File: config.mk
export PLATFORM = sky130hd
export DESIGN_NAME = ctrl_unit
export DESIGN_NICKNAME = d
export VERILOG_FILES = /design/src/rtl/ctrl_pkg.sv /design/src/rtl/ctrl_decode.sv /design/src/rtl/ctrl_unit.sv
export SDC_FILE = /design/constraint.sdc
export NUM_CORES = 1
export LEC_CHECK = 0
export BUFFER_PORTS_ARGS = -buffer_cell sky130_fd_sc_hd__buf_2
export CELL_PAD_IN_SITES_DETAIL_PLACEMENT = 0
export CELL_PAD_IN_SITES_GLOBAL_PLACEMENT = 1
export CORE_MARGIN = 10
export CORE_UTILIZATION = 40
export DETAILED_ROUTE_END_ITERATION = 8
export GPL_TIMING_DRIVEN = 0
export PLACE_DENSITY = 0.79
export SLEW_MARGIN = 20
export SYNTH_ARGS = -nofsm -noshare
export SYNTH_HDL_FRONTEND = slang
export SYNTH_SLANG_ARGS = --single-unit
File: constraint.sdc
create_clock -name clk -period 2.4 [get_ports clk]
set_input_delay 0.48 -clock clk [delete_from_list [all_inputs] [get_ports clk]]
set_output_delay 0.48 -clock clk [all_outputs]
set_load 0.02 [all_outputs]
File: src/rtl/ctrl_pkg.sv
// Shared encodings for the control unit: FSM states, instruction classes,
// stack sub-ops, datapath select codes and the registered strobe bundle.
package ctrl_pkg;

    typedef enum logic [1:0] {
        StFetch  = 2'b00,
        StDecode = 2'b01,
        StExec   = 2'b10,
        StHalt   = 2'b11
    } state_e;

    // Instruction class, isr[15:14] (isr[15] = 1 is always a branch)
    localparam logic [1:0] CLS_ALU = 2'b00;
    localparam logic [1:0] CLS_STK = 2'b01;

    // Stack/control sub-ops, isr[13:11]
    localparam logic [2:0] SOP_PUSH  = 3'd0;
    localparam logic [2:0] SOP_POP   = 3'd1;
    localparam logic [2:0] SOP_PUSHI = 3'd2;
    localparam logic [2:0] SOP_RET   = 3'd3;
    localparam logic [2:0] SOP_HALT  = 3'd4;

    // Stack-pointer operation
    localparam logic [1:0] SPI_HOLD = 2'd0;
    localparam logic [1:0] SPI_INC  = 2'd1;
    localparam logic [1:0] SPI_DEC  = 2'd2;

    // Memory-input select
    localparam logic [1:0] MEMIN_X   = 2'd0;
    localparam logic [1:0] MEMIN_PC1 = 2'd1;
    localparam logic [1:0] MEMIN_IMM = 2'd2;

    typedef struct packed {
        logic       regw;
        logic       memw;
        logic [1:0] memin;
        logic       sflag;
        logic [1:0] spi;
        logic       pcin;
        logic       pci;
        logic       pc_en;
    } strobes_t;

    localparam strobes_t STROBES_IDLE = '{
        regw:  1'b0,
        memw:  1'b0,
        memin: MEMIN_X,
        sflag: 1'b0,
        spi:   SPI_HOLD,
        pcin:  1'b1,
        pci:   1'b0,
        pc_en: 1'b0
    };

endpackage

File: src/rtl/ctrl_decode.sv
// Combinational instruction decoder: instruction register -> EXEC strobes.
module ctrl_decode
    import ctrl_pkg::*;
(
    input  logic [15:0] isr,
    output strobes_t    strobes,
    output logic        is_halt
);

    // Operand fields are consumed by the datapath, not here
    logic unused_isr;
    assign unused_isr = ^isr[10:0];

    // Map class and sub-op to the strobe bundle; PC advances unless HALT
    always_comb begin
        strobes       = STROBES_IDLE;
        strobes.pc_en = 1'b1;
        is_halt       = 1'b0;
        if (isr[15]) begin
            // Branch condition is resolved in the datapath from isr[15:12]
            strobes.pcin = 1'b1;
            strobes.pci  = 1'b1;
        end else if (isr[15:14] == CLS_ALU) begin
            if (isr[13:11] != 3'b000) begin
                strobes.regw  = 1'b1;
                strobes.sflag = 1'b1;
            end
        end else if (isr[15:14] == CLS_STK) begin
            case (isr[13:11])
                SOP_PUSH: begin
                    strobes.memw  = 1'b1;
                    strobes.memin = MEMIN_X;
                    strobes.spi   = SPI_DEC;
                end
                SOP_POP: begin
                    strobes.regw = 1'b1;
                    strobes.spi  = SPI_INC;
                end
                SOP_PUSHI: begin
                    strobes.memw  = 1'b1;
                    strobes.memin = MEMIN_IMM;
                    strobes.spi   = SPI_DEC;
                end
                SOP_RET: begin
                    strobes.pcin = 1'b0;
                    strobes.spi  = SPI_INC;
                end
                SOP_HALT: begin
                    strobes.pc_en = 1'b0;
                    is_halt       = 1'b1;
                end
                default: ;
            endcase
        end
    end

endmodule

File: src/rtl/ctrl_unit.sv
// Multi-cycle control unit: fetch over req/ack, decode, one EXEC cycle of
// datapath strobes, with fetch timeout, halt state and retired counter.
module ctrl_unit
    import ctrl_pkg::*;
#(
    parameter int unsigned TIMEOUT  = 255,
    parameter int unsigned ICOUNT_W = 16
) (
    input  logic                clk,
    input  logic                reset,
    input  logic                imem_ack,
    input  logic [15:0]         imem_data,
    output logic                imem_req,
    output logic [15:0]         isr,
    output logic                regw,
    output logic                memw,
    output logic [1:0]          memin,
    output logic                sflag,
    output logic [1:0]          spi,
    output logic                pcin,
    output logic                pci,
    output logic                pc_en,
    output logic                halted,
    output logic                fault,
    output logic [ICOUNT_W-1:0] icount
);

    state_e                state_q, state_d;
    logic                  run_q;
    logic [15:0]           isr_q, isr_d;
    strobes_t              dec_q, dec_d;
    logic                  dec_halt_q, dec_halt_d;
    logic [ICOUNT_W-1:0]   icount_q, icount_d;
    logic                  fault_q, fault_d;
    logic [31:0]           tmo_q, tmo_d;
    strobes_t              dec_strobes;
    logic                  dec_is_halt;
    strobes_t              out;

    ctrl_decode u_decode (
        .isr     (isr_q),
        .strobes (dec_strobes),
        .is_halt (dec_is_halt)
    );

    // Keeps the request low while reset is held; fetch starts on the first clock after
    always_ff @(posedge clk or negedge reset) begin
        if (!reset) begin
            run_q <= 1'b0;
        end else begin
            run_q <= 1'b1;
        end
    end

    // State, instruction register, registered decode and counters
    always_ff @(posedge clk or negedge reset) begin
        if (!reset) begin
            state_q    <= StFetch;
            isr_q      <= 16'h0000;
            dec_q      <= STROBES_IDLE;
            dec_halt_q <= 1'b0;
            icount_q   <= '0;
            fault_q    <= 1'b0;
            tmo_q      <= 32'd0;
        end else begin
            state_q    <= state_d;
            isr_q      <= isr_d;
            dec_q      <= dec_d;
            dec_halt_q <= dec_halt_d;
            icount_q   <= icount_d;
            fault_q    <= fault_d;
            tmo_q      <= tmo_d;
        end
    end

    // Next-state logic: handshake, timeout, decode capture, retire
    always_comb begin
        state_d    = state_q;
        isr_d      = isr_q;
        dec_d      = dec_q;
        dec_halt_d = dec_halt_q;
        icount_d   = icount_q;
        fault_d    = fault_q;
        tmo_d      = tmo_q;
        case (state_q)
            StFetch: begin
                if (run_q) begin
                    if (imem_ack) begin
                        isr_d   = imem_data;
                        tmo_d   = 32'd0;
                        state_d = StDecode;
                    end else if (TIMEOUT != 0) begin
                        tmo_d = tmo_q + 32'd1;
                        if (tmo_d == TIMEOUT) begin
                            fault_d = 1'b1;
                            state_d = StHalt;
                        end
                    end
                end
            end
            StDecode: begin
                dec_d      = dec_strobes;
                dec_halt_d = dec_is_halt;
                state_d    = StExec;
            end
            StExec: begin
                icount_d = icount_q + ICOUNT_W'(1);
                state_d  = dec_halt_q ? StHalt : StFetch;
            end
            StHalt: ;
        endcase
    end

    // Outputs: strobes only in EXEC, request only in an active FETCH
    always_comb begin
        out      = STROBES_IDLE;
        imem_req = (state_q == StFetch) && run_q;
        halted   = (state_q == StHalt);
        if (state_q == StExec) begin
            out = dec_q;
        end
    end

    assign regw   = out.regw;
    assign memw   = out.memw;
    assign memin  = out.memin;
    assign sflag  = out.sflag;
    assign spi    = out.spi;
    assign pcin   = out.pcin;
    assign pci    = out.pci;
    assign pc_en  = out.pc_en;
    assign isr    = isr_q;
    assign fault  = fault_q;
    assign icount = icount_q;

endmodule

==> results.sh, run 1 <==
export IMPL_crit_arrival_ns=2.63
export IMPL_drc=0
export IMPL_fin_hold_ws_ns=0.131
export IMPL_fp_dieW_um=126
export IMPL_fin_ws_ns=-0.0167
export IMPL_start_kind="register"
export IMPL_worstSetupStartpoint="tmo_q[0]$_DFFE_PN0P_"
export IMPL_crit_type="register to register"
export IMPL_layout_nets=600
export IMPL_fp_row_count=38
export IMPL_yosysWarnings=0
export IMPL_critPathCaptureType="register"
export IMPL_synth_nets=511
export IMPL_violations="negative setup slack"
export IMPL_setup_violations=1
export IMPL_final_min_clock_period_ns=2.42
export IMPL_cts_tree="done"
export IMPL_initial_utilization_pct=41.0
export IMPL_maxClockFrequency_mhz=414
export IMPL_hold_path_class="input pin to async pin"
export IMPL_finalCritPeriodShare_pct=101
export IMPL_clock_sinks=77
export IMPL_synth_ff_type="dfrtp_1"
export IMPL_yosys_area_share_adder_pct=2.23
export IMPL_antenna_found_initial=0
export IMPL_grt_pass1_vias=3876
export IMPL_grt_remaining_overflow=0
export IMPL_power_density_nw_per_um2=868
export IMPL_finalWirelength_um=12100
export IMPL_cts_made_buffers=9
export IMPL_antennaDiodeCount=0
export IMPL_drive_gt1_share_pct=30.8
export IMPL_grt_max_degree=43
export IMPL_wire_per_inst_um=16.9
export IMPL_drt_iter0_markers=228
export IMPL_coreArea_um2=10900
export IMPL_postRouteAntennaNets=0
export IMPL_clock_path_buffers=2
export IMPL_cp_max_fo=8
export IMPL_status="finished, violations left"
export IMPL_synth_compound_area_share_pct=16.1
export IMPL_synth_top_family_by_area="simple AND/OR/NAND/NOR gates"
export IMPL_synth_seq_cells=77
export IMPL_fin_skew_ns=0.00834
export IMPL_grt_use_total_pct=15.2
export IMPL_dr_total_vias=3978
export IMPL_synth_cell_types=63
export IMPL_yosys_area_share_simple_pct=23.6
export IMPL_r2r_start="tmo_q[0]$_DFFE_PN0P_"
export IMPL_die_h_um=126
export IMPL_timing_setup_tns_ns=-0.0167
export IMPL_ir_worst_vdd_mv=0.720
export IMPL_area_growth_pct=26.5
export IMPL_cap_viol_max_count=0
export IMPL_path_clk_slew_ns=0.06
export IMPL_drt_pass1_iterations=4
export IMPL_dieArea_um2=15900
export IMPL_async_flop_share_pct=100
export IMPL_gp_congestion=0.872
export IMPL_synth_seq_area_share_pct=43.0
export IMPL_finish_utilization_pct=51.9
export IMPL_hold_viol=0
export IMPL_viasPerCell=5.55
export IMPL_rsz0062_at_grt="yes"
export IMPL_syn_area_um2=4490
export IMPL_crit_required_ns=2.61
export IMPL_worst_slew_pin_slew_ns=0.958
export IMPL_dp_final_hpwl_um=8360
export IMPL_synth_cells=484
export IMPL_p_leak_nw=2.52
export IMPL_cts_root_buf="clkbuf_16"
export IMPL_slew_headroom_pct=35.9
export IMPL_r2r_cells=9
export IMPL_synth_edf_count=0
export IMPL_grt_pass1_wl_um=20100
export IMPL_htreeDepth=3
export IMPL_insertion_delay_ns=0.34
export IMPL_port_buffers=62
export IMPL_avgSynthCellArea_um2=9.27
export IMPL_report_final_slew_viol_count=0
export IMPL_synth_xor_area_share_pct=4.29
export IMPL_ios=64
export IMPL_synthMuxAreaShare_pct=5.52
[layout make-up]
type,count,area (um^2)
repair buffers,84,494
clock inverters,3,68.8
fillers,1025,5260
clock buffers,12,246
flip-flops and latches,77,1940
inverters,17,67.6
multi-input cells,356,2470
well taps,140,175
plain buffers,28,210
[worst max-delay path, cell delays in order (launching register included)]
cell and delay [ns]:
dfrtp_1 0.36, clkbuf_8 0.16, and4_4 0.25, nand4_1 0.25, nor2_2 0.28, a31oi_1 0.17, nor4b_4 0.33, nand4_2 0.21
mux2i_1 0.19, o211ai_1 0.10
[kinds of logic (layout without fill, tap and decap cells)]
logic type / Yosys count / count (layout)
other cells: 2 / 2
fa+ha+maj: 8 / 8
buf+inv: 51 / 144
flops: 77 / 77
xor+xnor: 22 / 22
compound gates: 115 / 115
simple gates: 187 / 187
mux: 22 / 22
[path summary, 6_finish.rpt]
| path | slack [ns] | end |
|---|---|---|
| max | -0.02 | state_q[1]$_DFFE_PN0P_ |
| min | 0.13 | tmo_q[10]$_DFFE_PN0P_ |
| max reg2reg | -0.02 | state_q[1]$_DFFE_PN0P_ |
| min reg2reg | 0.46 | icount[15]$_DFFE_PN0P_ |
| max in group asynchronous | 1.63 | tmo_q[29]$_DFFE_PN0P_ |
| min in group clk | 0.37 | isr[6]$_DFFE_PN0P_ |
[synthesized netlist by cell type (3+ instances only)]
cell	number	area, um^2
dfrtp_1	76	1900
xor2_1	7	61.3
clkbuf_1	18	67.6
ha_1	8	100
xnor2_1	15	131
buf_4	6	45.0
and3_1	12	75.1
buf_2	8	40.0
inv_1	17	63.8
a31oi_1	9	56.3
o31ai_1	16	120
or3_1	3	18.8
nor3_1	10	50.1
mux2_2	18	203
nand4_1	16	100
o41ai_1	4	35.0
o21a_1	3	22.5
a21oi_1	13	65.1
a211oi_1	4	30.0
nor4_1	4	25.0
o21ai_0	48	240
and2_1	15	93.8
nand3_1	21	105
and4_1	5	43.8
nand2_1	49	184
nor2_1	28	105
mux2i_1	3	30.0
[what timing repair did]
item,in CTS,in global routing
cloned,0,0
buffers inserted,14,7
setup endpoints to repair,36,24
hold buffers,0,0
pin swaps,19,9
gates resized for setup,51,12
[layout by cell type (no fill, tap or decap), types with 4 or more instances in the layout]
| cell | netlist | layout |
|---|---|---|
| clkbuf_16 | 0 | 9 |
| inv_1 | 17 | 16 |
| nor2_1 | 28 | 25 |
| nor3_1 | 10 | 8 |
| and4_1 | 5 | 4 |
| a21oi_1 | 13 | 13 |
| buf_2 | 8 | 62 |
| buf_6 | 0 | 8 |
| a211oi_1 | 4 | 4 |
| dfrtp_2 | 0 | 9 |
| a31oi_1 | 9 | 9 |
| ha_1 | 8 | 6 |
| xor2_1 | 7 | 7 |
| and2_1 | 15 | 15 |
| clkbuf_1 | 18 | 12 |
| nand3_1 | 21 | 19 |
| o31ai_1 | 16 | 15 |
| buf_4 | 6 | 25 |
| o41ai_1 | 4 | 4 |
| o21ai_0 | 48 | 48 |
| mux2_2 | 18 | 18 |
| xnor2_1 | 15 | 15 |
| nand2_1 | 49 | 48 |
| dfrtp_1 | 76 | 67 |
| and3_1 | 12 | 12 |
| nand4_1 | 16 | 16 |
| clkbuf_8 | 0 | 4 |
[sequential cells by signal, indices dropped and copies added (netlist names)]
register	cells
state_q	2
dec_halt_q	1
dec_q	8
isr	16
tmo_q	32
icount	16
fault	1
run_q	1
[through the flow]
step                setup WS [ns]  instance area [um^2]  total power [mW]  cells
finish                    -0.0167                  5680              4.93    717
global route               -0.125                  5680              5.23    717
detailed placement         -0.568                  5000              3.40    687
CTS                      -0.00933                  5590              4.96    711
global placement           -0.613                  4980              3.36    686
floorplan                 0.00187                  4490              2.86    484
[routing by layer]
| metal | GRT usage [%] | routed length [um] |
|---|---|---|
| met4 | 6.10 | 219 |
| met2 | 24.1 | 5690 |
| met1 | 19.4 | 5480 |
| met3 | 3.86 | 721 |
| met5 | 0 | 0 |
[power breakdown]
group          total [mW]  internal (mW)  leakage [nW]  switching, mW
registers            1.82           1.59         0.993          0.237
clock network        1.48          0.938         0.153          0.541
logic                1.62          0.642          1.37          0.981
total                4.93           3.17          2.52           1.76
No activity file was read; power rests on OpenSTA's default activity.
==> run 2, diff against run 1 <==
Settings changed: CAP_MARGIN set to 5, CORE_UTILIZATION 40 to 41, CTS_BUF_LIST set to sky130_fd_sc_hd__clkbuf_8, PLACE_DENSITY 0.79 to 0.8.
==> run 2 against run 1 <==
The flow still finishes with violations (negative setup slack); total power shrank 10%; wire length grew 0.78%; final cell count grew 1.3%; worst setup slack lost 0.067 ns; core utilization grew 0.23 points; clock skew grew 0.00055 ns; sequential power is essentially flat; critical endpoint unchanged.
==> results.sh, run 2 (synthesized netlist as in run 1, its figures left out) <==
export IMPL_gp_congestion=0.854
export IMPL_dpl_cell_count=687
export IMPL_cp_max_fo=7
export IMPL_cts_root_buf="clkbuf_8"
export IMPL_largest_reg_flops=32
export IMPL_layout_commonest_cell="dfrtp_1"
export IMPL_grt_use_total_pct=15.4
export IMPL_layout_nets=608
export IMPL_fin_skew_ns=0.00889
export IMPL_antenna_found_initial=0
export IMPL_finalCritPeriodShare_pct=104
export IMPL_report_final_slew_viol_count=0
export IMPL_wire_per_inst_um=16.8
export IMPL_grt_max_degree=44
export IMPL_finalWirelength_um=12200
export IMPL_antennaDiodeCount=0
export IMPL_grt_remaining_overflow=0
export IMPL_hold_viol=0
export IMPL_dieArea_um2=15500
export IMPL_critPathCaptureType="register"
export IMPL_violations="negative setup slack"
export IMPL_ios=64
export IMPL_power_density_nw_per_um2=784
export IMPL_ir_worst_vdd_mv=0.698
export IMPL_coreArea_um2=10800
export IMPL_cap_viol_max_count=0
export IMPL_port_buffers=62
export IMPL_slew_headroom_pct=34.2
export IMPL_final_min_clock_period_ns=2.48
export IMPL_worst_slew_pin_slew_ns=0.984
export IMPL_crit_arrival_ns=2.72
export IMPL_cts_hold_buffers=0
export IMPL_crit_required_ns=2.64
export IMPL_stdcell_count=726
export IMPL_viasPerCell=5.59
export IMPL_area_growth_pct=25.4
export IMPL_clock_sinks=77
export IMPL_drc=0
export IMPL_grt_pass1_wl_um=20400
export IMPL_finish_utilization_pct=52.1
export IMPL_fp_row_count=38
export IMPL_dr_total_vias=4061
export IMPL_fin_ws_ns=-0.0841
export IMPL_drt_iter0_markers=295
export IMPL_final_cell_mix="dfrtp_1 (72), buf_2 (62), nand2_1 (48), o21ai_0 (48), buf_4 (33)"
export IMPL_status="finished, violations left"
export IMPL_drive_gt1_share_pct=30.5
export IMPL_postRouteAntennaNets=0
export IMPL_cts_made_buffers=9
export IMPL_hold_path_class="input pin to async pin"
export IMPL_fp_dieW_um=125
export IMPL_rsz0062_at_grt="yes"
export IMPL_top_register="tmo_q"
export IMPL_dp_final_hpwl_um=8420
export IMPL_start_kind="register"
export IMPL_cts_tree="done"
export IMPL_clock_path_buffers=2
export IMPL_nFillCells=982
export IMPL_setup_violations=2
export IMPL_crit_type="register to register"
export IMPL_initial_utilization_pct=41.6
export IMPL_timing_setup_tns_ns=-0.0924
export IMPL_path_clk_slew_ns=0.08
export IMPL_maxClockFrequency_mhz=403
export IMPL_insertion_delay_ns=0.36
export IMPL_die_h_um=125
export IMPL_power_mw=4.41
export IMPL_htreeDepth=3
export IMPL_drt_pass1_iterations=5
export IMPL_p_leak_nw=2.51
export IMPL_grt_pass1_vias=4016
run 2: cell types whose count changed in the layout (fill, tap and decap cells not counted), sizes merged:
| cell | delta |
|---|---|
| buf | +7 |
| bufinv | -2 |
| clkbuf | -1 |
| clkinv | +2 |
| clkinvlp | +2 |
| inv | +1 |
run 2: worst max-delay path, stage by stage (launching register included):
cell	delay [ns]
dfrtp_1	0.34
clkbuf_4	0.19
nand4_4	0.15
or3_4	0.40
o31ai_4	0.26
nand4_1	0.19
nor4b_4	0.35
nand4_4	0.16
mux2i_1	0.21
o211ai_1	0.10
run 2: power by group:
group | total, mW | internal, mW | switching [mW]
clock | 0.913 | 0.400 | 0.513
combinational | 1.68 | 0.692 | 0.987
sequential | 1.82 | 1.58 | 0.238
run 2: final cells by class:
| class | instances | area [um^2] | area share (%) |
|---|---|---|---|
| multi-input cells | 356 | 2520 | 44.9 |
| flip-flops and latches | 77 | 1930 | 34.4 |
| repair buffers | 92 | 558 | 9.92 |
| plain buffers | 28 | 195 | 3.47 |
| well taps | 140 | 175 | 3.11 |
| clock buffers | 10 | 138 | 2.45 |
| inverters | 17 | 63.8 | 1.13 |
| clock inverters | 6 | 40.0 | 0.712 |
run 2: what timing repair did:
item / CTS / global route
endpoints found under the setup margin: 37 / 19
resized for setup: 41 / 20
setup buffers: 17 / 12
pin swaps: 18 / 14
run 2: metal layers:
| metal | track usage (%) | share of wire, % | wire length (um) |
|---|---|---|---|
| met2 | 25.3 | 49 | 5980 |
| met4 | 7.20 | 1.8 | 215 |
| met5 | 0 | 0 | 0 |
| met3 | 2.89 | 4.8 | 590 |
| met1 | 19.1 | 44 | 5420 |
run 2: worst paths after layout:
kind	from	endpoint	slack (ns)	cells past startpoint
setup / recovery	tmo_q[9]$_DFFE_PN0P_	state_q[1]$_DFFE_PN0P_	-0.08	9
hold / removal	reset	tmo_q[10]$_DFFE_PN0P_	0.11	1
setup reg to reg	tmo_q[9]$_DFFE_PN0P_	state_q[1]$_DFFE_PN0P_	-0.08	9
hold reg to reg	icount[15]$_DFFE_PN0P_	icount[15]$_DFFE_PN0P_	0.48	1
max in group asynchronous	reset	dec_q[2]$_DFFE_PN1P_	1.63	2
min in group clk	imem_data[7]	isr[7]$_DFFE_PN0P_	0.35	2
run 2: per-stage QoR:
step           hold WS, ns  instance area (um^2)  worst slack (ns)
3_5_place_dp         0.475                  5000            -0.427
4_1_cts              0.132                  5450          0.000198
6_report             0.111                  5630           -0.0841
2_1_floorplan        0.184                  4490           0.00187
5_1_grt              0.165                  5630            -0.248
3_3_place_gp         0.454                  4980            -0.395
